$ cat src/rtl/layer_stream_gen.sv
`default_nettype none
// ============================================================================
// Module   : layer_stream_gen
// Purpose  : AXI4-Stream frame source. A rising edge on i_load_state starts
//            one fixed-length frame for the selected layer. Each word carries
//            the layer tag and its index within the frame.
// Revision : 1.0  initial release
// ============================================================================
module layer_stream_gen #(
    parameter int LEN0 = 16,
    parameter int LEN1 = 32,
    parameter int LEN2 = 64,
    parameter int LEN3 = 128
) (
    input  logic        clk,
    input  logic        rstn,
    input  logic        i_load_state,
    input  logic [1:0]  i_current_layer,
    output logic [31:0] m_axis_tdata,
    output logic        m_axis_tvalid,
    input  logic        m_axis_tready,
    output logic        m_axis_tlast,
    output logic        o_busy,
    output logic        o_done,
    output logic [15:0] o_frame_cnt
);

    localparam logic [1:0] IDLE   = 2'd0;
    localparam logic [1:0] STREAM = 2'd1;
    localparam logic [1:0] DONE   = 2'd2;

    logic [1:0]  state;
    logic        load_q;
    logic [1:0]  layer_r;
    logic [15:0] index;
    logic [15:0] len_r;
    logic [15:0] frame_cnt;
    logic [15:0] len_sel;
    logic        start;
    logic        handshake;
    logic        is_last;

    assign start     = i_load_state & ~load_q;
    assign handshake = (state == STREAM) & m_axis_tready;
    assign is_last   = (index == (len_r - 16'd1));

    // Frame length for the layer currently requested by the control block
    always_comb begin
        len_sel = 16'(LEN0);
        case (i_current_layer)
            2'd0:    len_sel = 16'(LEN0);
            2'd1:    len_sel = 16'(LEN1);
            2'd2:    len_sel = 16'(LEN2);
            2'd3:    len_sel = 16'(LEN3);
            default: len_sel = 16'(LEN0);
        endcase
    end

    // Edge detector history; updates in every state so busy-time edges are dropped
    always_ff @(posedge clk or negedge rstn) begin
        if (!rstn) begin
            load_q <= 1'b0;
        end else begin
            load_q <= i_load_state;
        end
    end

    // Frame sequencer: latch layer/length on start, walk the index on handshakes
    always_ff @(posedge clk or negedge rstn) begin
        if (!rstn) begin
            state   <= IDLE;
            layer_r <= 2'd0;
            index   <= 16'd0;
            len_r   <= 16'd1;
        end else begin
            case (state)
                IDLE: begin
                    if (start) begin
                        state   <= STREAM;
                        layer_r <= i_current_layer;
                        index   <= 16'd0;
                        len_r   <= len_sel;
                    end
                end
                STREAM: begin
                    if (handshake) begin
                        if (is_last) begin
                            state <= DONE;
                        end else begin
                            index <= index + 16'd1;
                        end
                    end
                end
                DONE: begin
                    state <= IDLE;
                end
                default: begin
                    state <= IDLE;
                end
            endcase
        end
    end

    // Completed-frame counter, bumped on the final handshake (entry to DONE)
    always_ff @(posedge clk or negedge rstn) begin
        if (!rstn) begin
            frame_cnt <= 16'd0;
        end else if (handshake && is_last) begin
            frame_cnt <= frame_cnt + 16'd1;
        end
    end

    // Outputs come straight from registered state so tvalid never sees tready
    assign m_axis_tvalid = (state == STREAM);
    assign m_axis_tlast  = m_axis_tvalid & is_last;
    assign m_axis_tdata  = {layer_r, 14'd0, index};
    assign o_busy        = (state != IDLE);
    assign o_done        = (state == DONE);
    assign o_frame_cnt   = frame_cnt;

endmodule
`default_nettype wire

$ cat config.mk
export PLATFORM = sky130hd
export DESIGN_NAME = layer_stream_gen
export DESIGN_NICKNAME = d
export VERILOG_FILES = /design/src/rtl/layer_stream_gen.sv
export SDC_FILE = /design/constraint.sdc
export NUM_CORES = 1
export LEC_CHECK = 0
export CORE_UTILIZATION = 45
export DETAILED_ROUTE_END_ITERATION = 7
export PLACE_DENSITY = 0.81
export SYNTH_ARGS = -nofsm -noshare
export SYNTH_HDL_FRONTEND = slang
export SYNTH_SLANG_ARGS = --single-unit
$ cat constraint.sdc
create_clock -name clk -period 2.75 [get_ports clk]
set_clock_uncertainty 0.2 [all_clocks]
set_input_delay 0.4125 -clock clk [delete_from_list [all_inputs] [get_ports clk]]
set_output_delay 0.4125 -clock clk [all_outputs]
set_load 0.03 [all_outputs]
==> metrics.txt, run 1 <==
initial core utilization 47.8%; R2R depth 9; HPWL Detailed 3700 um; crit share post-route 99.4%; pwr dens 616 nW/um^2; Slew Limit Headroom 39.3%; # clock sinks 42; fill count 460; fin util 61.5%; antenna cell count 0; WL per Instance 14.3 um; outcome finished, final reports clean; first-pass GRT wire length 9290 um; overall die width 76.6 um; crit path capture m_axis_tlast; core area 5240 sq um; H-tree depth 2; GRT overflow 0; largest net degree at the start of global routing 43; WS Path Type flop to output pin; Slew Limit Fails 0; RSZ-0062 raised after global routing yes; Main synth FF type dfrtp_1; setup violators final 0; Post-Syn Area 2500 sq um; hold crit path type input pin to async pin; number of library cell types mapped by synthesis 53; leading post-synthesis cells by cell area dfrtp_1 (41%), buf_4 (4.2%), xor2_1 (4.2%); maximum root-to-sink buffer count 2; Synth Warn # 0; Yosys top cell area share 41.0%; die area 5860 sq um; Fmax 0.366 GHz; Synth Register Bits 42; chip height 76.6 um; gpl congestion 0.769; Hold Worst Slack 0.0409 ns; Routed WL 5480 um; First DRT Iteration DRCs 123; # IOs 58; Num CTS Buffers 5; Antenna Nets Post-Route 0; Area Overhead vs Synth 28.7%; Req. time, crit path 2.14 ns; initial antenna violation count 0; Synth area leader dfrtp_1; TritonRoute pass-1 iters 4; r2r startpoint len_r[4]; post-synthesis sequential area ratio 42.1%; crit-path max FO 3; asr flop ratio synth 100%; Via Count 2005; Clock Latency Late Sink 0.30 ns; TritonCTS clock tree done; min cycle time layout 2.73 ns; drt via density 5.25; leak pwr 0.00151 uW; CP Launch Type flop; crit path from len_r[4]; Final Hold Fails 0; CTS root buffer clkbuf_8; crit path DAT 2.12 ns; Reg clk slew, reported paths 0.08 ns; Worst R2R Setup Slack 0.06 ns; setup TNS 0 ns; Critical R2R Capture index[2]; drt drc 0; fin nets 321; Worst Tran Pin Value 0.911 ns; Post-synth EDFFs 0; port bufs 43; vias in the first global route 1993; row count 26; Peak supply drop 0.241 mV; Post-Synthesis Cells 248; max cap viols 0; Avg Cell Area, Syn 10.1 sq um; CP Capture Type output pin; share of layout cells above drive strength 1 22.1%; GRT Total Usage 19.7%
worst max-delay path: stages (launching register included):
cell and delay [ns]:
dfrtp_1 0.40, nor4_2 0.30, ha_1 0.29, xnor2_1 0.14, nor3_1 0.14, and3_4 0.23
nand3_2 0.08, nor2_2 0.11, buf_6 0.14
per-layer routing:
metal  vias to the layer above  global-route usage (%)  part of all wire, %
li1                        975                       -                    -
met1                       962                    24.6                   42
met2                        64                    33.4                   52
met3                         4                    5.75                  5.4
met4                         0                    4.81                 0.69
met5                         -                       0                    0
final cells by class:
type	instances	area (sq um)	area share [%]
clock buffers	5	68.8	2.14
repair buffers	64	592	18.4
inverters	10	37.5	1.17
flip-flops and latches	42	1050	32.7
multi-input cells	188	1340	41.5
clock inverters	3	43.8	1.36
well taps	70	87.6	2.72
cells in the mapped netlist, drive strengths merged, types with 2 or more instances:
cell type  count
nand2b         4
nor2b          4
o21ai          7
buf           19
or4            2
a22o           3
nand2         19
xor2          12
inv           10
clkbuf         3
and2           4
mux2i          2
or3            2
and3          15
xnor2         10
nand4          4
a211o          3
and4           2
a21o           3
dfrtp         41
a221o          7
ha             4
mux2           4
nor2          11
nand3         14
nor3          19
or2            5
how the worst min path moves through the flow:
stage | start | endpoint | depth (start not counted)
floorplan | rstn | index[0] | 0
global placement | o_frame_cnt[15] | o_frame_cnt[15] | 1
detailed placement | o_frame_cnt[15] | o_frame_cnt[15] | 1
CTS | rstn | layer_r[1] | 1
global route | rstn | len_r[6] | 1
finish | rstn | len_r[6] | 1
kinds of logic (layout without fill, tap and decap cells):
family / Yosys count / in the layout / share of synthesized area (%)
AOI/OAI and AO/OA: 32 / 33 / 11.3
other: 1 / 14 / 0.150
and+or+nand+nor: 109 / 109 / 25.7
DFF: 42 / 42 / 42.1
adders and majority gates: 4 / 4 / 2.00
muxes: 6 / 6 / 2.60
xor gates and xnor gates: 22 / 22 / 7.70
buffers and inverters: 32 / 82 / 8.55
sequential cells by signal, summed over array words and instances, names as in the netlist:
signal,count
layer_r,2
state,2
len_r,5
load_q,1
index,16
o_frame_cnt,16
power breakdown:
part	internal [uW]	leakage, uW	switching [uW]
Clock	272	0.0000585	224
Sequential	678	0.000562	49.0
Combinational	350	0.000888	410
Total	1300	0.00151	683
layout by cell type, fill, tap and decap left out, types with 2 or more instances in the layout:
cell type	synthesis	routed
and2_1	4	4
inv_1	10	10
clkdlybuf4s50_1	0	41
dfrtp_1	41	41
xor2_1	12	12
conb_1	1	14
a21o_2	1	2
and3_4	1	2
a22o_2	2	2
or3_1	2	2
buf_6	4	3
or2_2	5	5
nand3_1	14	13
o21ai_0	6	6
buf_4	14	19
nand2_1	19	19
clkbuf_8	0	5
nor3_1	12	10
and3_1	14	13
mux2_2	4	4
nor2_1	11	10
a211o_1	3	3
and4_1	2	2
nor3_2	6	8
nand2b_1	4	4
nor2b_1	4	4
nand4_1	3	3
mux2i_1	2	2
a221o_1	6	6
ha_1	4	4
xnor2_1	10	10
stage by stage:
| stage | std cells | instance area, sq um | setup slack [ns] | total power [uW] |
|---|---|---|---|---|
| after CTS | 379 | 3170 | -0.0674 | 1990 |
| after global routing | 382 | 3220 | -0.113 | 2100 |
| after floorplan | 261 | 2550 | 0.0417 | 1220 |
| after global placement | 368 | 3000 | 0.0928 | 1420 |
| after detailed placement | 368 | 3000 | -0.0496 | 1440 |
| final | 382 | 3220 | 0.0172 | 1980 |
what timing repair did:
| item | 4_1_cts | 5_1_grt |
|---|---|---|
| cloned | 0 | 1 |
| setup endpoints to repair | 9 | 22 |
| setup buffers | 3 | 2 |
| resized for setup | 6 | 6 |
| pin swaps | 9 | 5 |
| hold buffers | 0 | 0 |
Power figures use the tool's default switching activity.
==> run 2: changes to the inputs <==
--- a/config.mk
+++ b/config.mk
@@ -5,6 +5,7 @@
 export SDC_FILE = /design/constraint.sdc
 export NUM_CORES = 1
 export LEC_CHECK = 0
+export CORE_ASPECT_RATIO = 0.5
 export CORE_UTILIZATION = 45
 export DETAILED_ROUTE_END_ITERATION = 7
 export PLACE_DENSITY = 0.81
==> run 2 against run 1 <==
Compared with the run above:
- the flow now finishes with violations (negative setup slack)
- design area down 1.3%
- core utilization up 0.42 points
- sequential power up 1%
- critical path type unchanged
- critical endpoint unchanged
- largest cell class unchanged
- highest routed layer unchanged
==> metrics.txt, run 2 (synthesis results as in run 1) <==
WS Path Type flop to output pin (unchanged); Top delay family on crit path simple AND/OR/NAND/NOR gates (unchanged); fin nets 317 (was 321); crit path DAT 2.23 ns (was 2.12 ns); Final Hold Fails 0 (unchanged); fin util 61.9% (was 61.5%); Antenna Nets Post-Route 0 (unchanged); Clk network pwr share 21.9% (was 25.0%); most frequent cells in the layout dfrtp_1 (41), clkdlybuf4s50_1 (41), nand2_1 (19), buf_4 (18) (was dfrtp_1 (41), clkdlybuf4s50_1 (41), nand2_1 (19), buf_4 (19), conb_1 (14)); max cap viols 0 (unchanged); gpl congestion 0.836 (was 0.769); # IOs 58 (unchanged); Tot Pwr 1910 uW (was 1980 uW); Clock Latency Late Sink 0.30 ns (about the same); First DRT Iteration DRCs 110 (was 123); largest net degree at the start of global routing 43 (unchanged); outcome complete, but fails checks (was finished, final reports clean); hold crit path type input pin to async pin (unchanged); GRT overflow 0 (unchanged); Area Overhead vs Synth 27.1% (was 28.7%); RSZ-0062 raised after global routing yes (unchanged); Net Sw Power 687 uW (was 683 uW); maximum root-to-sink buffer count 2 (unchanged); pwr dens 600 nW/um^2 (was 616 nW/um^2); WL per Instance 14.7 um (was 14.3 um); TritonRoute pass-1 iters 4 (unchanged); setup violators final 1 (was 0); overall die width 107 um (was 76.6 um); # clock sinks 42 (unchanged); Worst Tran Pin Value 0.929 ns (was 0.911 ns); slowest cell on the critical path dfstp_2 (was dfrtp_1); vias in the first global route 1778 (was 1993); crit share post-route 103% (was 99.4%); post-route cell area 3180 sq um (was 3220 sq um); sequential fraction of design power 38.5% (was 36.6%); Fmax 0.352 GHz (was 0.366 GHz); Reg clk slew, reported paths 0.08 ns (about the same); chip height 54.7 um (was 76.6 um); slowest stage delay, CP 0.58 ns (was 0.40 ns); worst path bufs/invs 2 (was 1); core area 5130 sq um (was 5240 sq um); setup TNS -0.0945 ns (was 0 ns); antenna cell count 0 (unchanged); Slew Limit Headroom 38.1% (was 39.3%); Req. time, crit path 2.14 ns (about the same); Slew Limit Fails 0 (unchanged); HPWL Detailed 3950 um (was 3700 um); combinational share of power 39.6% (was 38.3%); H-tree depth 2 (unchanged); GRT Total Usage 20.3% (was 19.7%); crit-path max FO 4 (was 3); switching share of power 36.0% (was 34.4%); worst path cell trace inv_1 > ha_4 > xnor2_2 > nor3_2 > and3_4 > nand3_1 > nor2_1 > buf_4 (was nor4_2 > ha_1 > xnor2_1 > nor3_1 > and3_4 > nand3_2 > nor2_2 > buf_6); drt drc 0 (unchanged); initial core utilization 48.7% (was 47.8%); first-pass GRT wire length 8820 um (was 9290 um); Worst R2R Setup Slack 0.06 ns (about the same); internal power 1220 uW (was 1300 uW); CP Launch Type flop (unchanged); leak pwr 0.00149 uW (was 0.00151 uW); min cycle time layout 2.84 ns (was 2.73 ns); Via Count 2057 (was 2005); drt via density 5.44 (was 5.25); violated checks negative setup slack; Post-Place Cell Area 2980 sq um (was 3000 sq um); CTS root buffer clkbuf_8 (unchanged); Placement Setup Slack -0.0536 ns (was -0.0496 ns); share of layout cells above drive strength 1 20.5% (was 22.1%); CP Capture Type output pin (unchanged); initial antenna violation count 0 (unchanged); Routed WL 5570 um (was 5480 um); Final WS setup -0.0945 ns (was 0.0172 ns); row count 18 (was 26); Num CTS Buffers 5 (unchanged); TritonCTS clock tree done (unchanged); die area 5880 sq um (was 5860 sq um); port bufs 43 (unchanged); Peak supply drop 0.270 mV (was 0.241 mV)
-- run 2: layer usage --
metal	global-route usage (%)	wire, um
met1	26.0	2470
met2	34.5	2690
met3	4.76	348
met4	7.53	54
met5	0	0
-- run 2: area by class of cell --
class	instances	area [sq um]
fillers	415	1960
multi-input cells	187	1340
flip-flops and latches	42	1050
repair buffers	61	571
well taps	70	87.6
clock buffers	7	86.3
inverters	10	37.5
clock inverters	1	5.00
-- run 2: worst reg2reg max path, cell delays in order, from the launching register on --
cell and delay, ns:
dfstp_2 0.58, inv_1 0.08, ha_4 0.25, xnor2_2 0.15, nor3_2 0.20, and3_4 0.22
buf_4 0.12, a31oi_4 0.20, and3b_1 0.27, a221o_2 0.30
-- run 2: through the flow --
stage               cells  hold slack, ns
finish                378          0.0500
floorplan             261         -0.0831
CTS                   376          0.0861
detailed placement    363           0.261
global placement      363           0.259
global route          378           0.113
-- run 2: final timing paths --
path	startpoint	to	depth (start not counted)
worst max-delay path	len_r[0]	m_axis_tlast	8
worst min-delay path	rstn	o_frame_cnt[1]	1
worst max register to register	len_r[0]	index[2]	9
worst min register to register	o_frame_cnt[15]	o_frame_cnt[15]	1
max in group asynchronous	rstn	index[0]	1
min in group clk	o_frame_cnt[15]	o_frame_cnt[15]	1
-- run 2: timing repair --
item | CTS | global route
pin swaps | 4 | 4
setup buffers | 5 | 2
resized for setup | 3 | 5
gates cloned | 0 | 0
hold buffers | 0 | 0
endpoints found under the setup margin | 14 | 21
-- run 2: power by group through the flow --
stage	Sequential (uW)	Clock, uW	Combinational, uW
CTS	727	428	732
global route	746	452	815
finish	735	417	755
detailed placement	740	0	679
global placement	737	0	654
floorplan	830	0	388
==> run 3: changes to the inputs <==
--- a/config.mk
+++ b/config.mk
@@ -9,6 +9,7 @@
 export CORE_UTILIZATION = 45
 export DETAILED_ROUTE_END_ITERATION = 7
 export PLACE_DENSITY = 0.81
+export SLEW_MARGIN = 20
 export SYNTH_ARGS = -nofsm -noshare
 export SYNTH_HDL_FRONTEND = slang
 export SYNTH_SLANG_ARGS = --single-unit
==> results of run 3 <==
The final DEF is identical to that of run 2; final timing and power are the same.
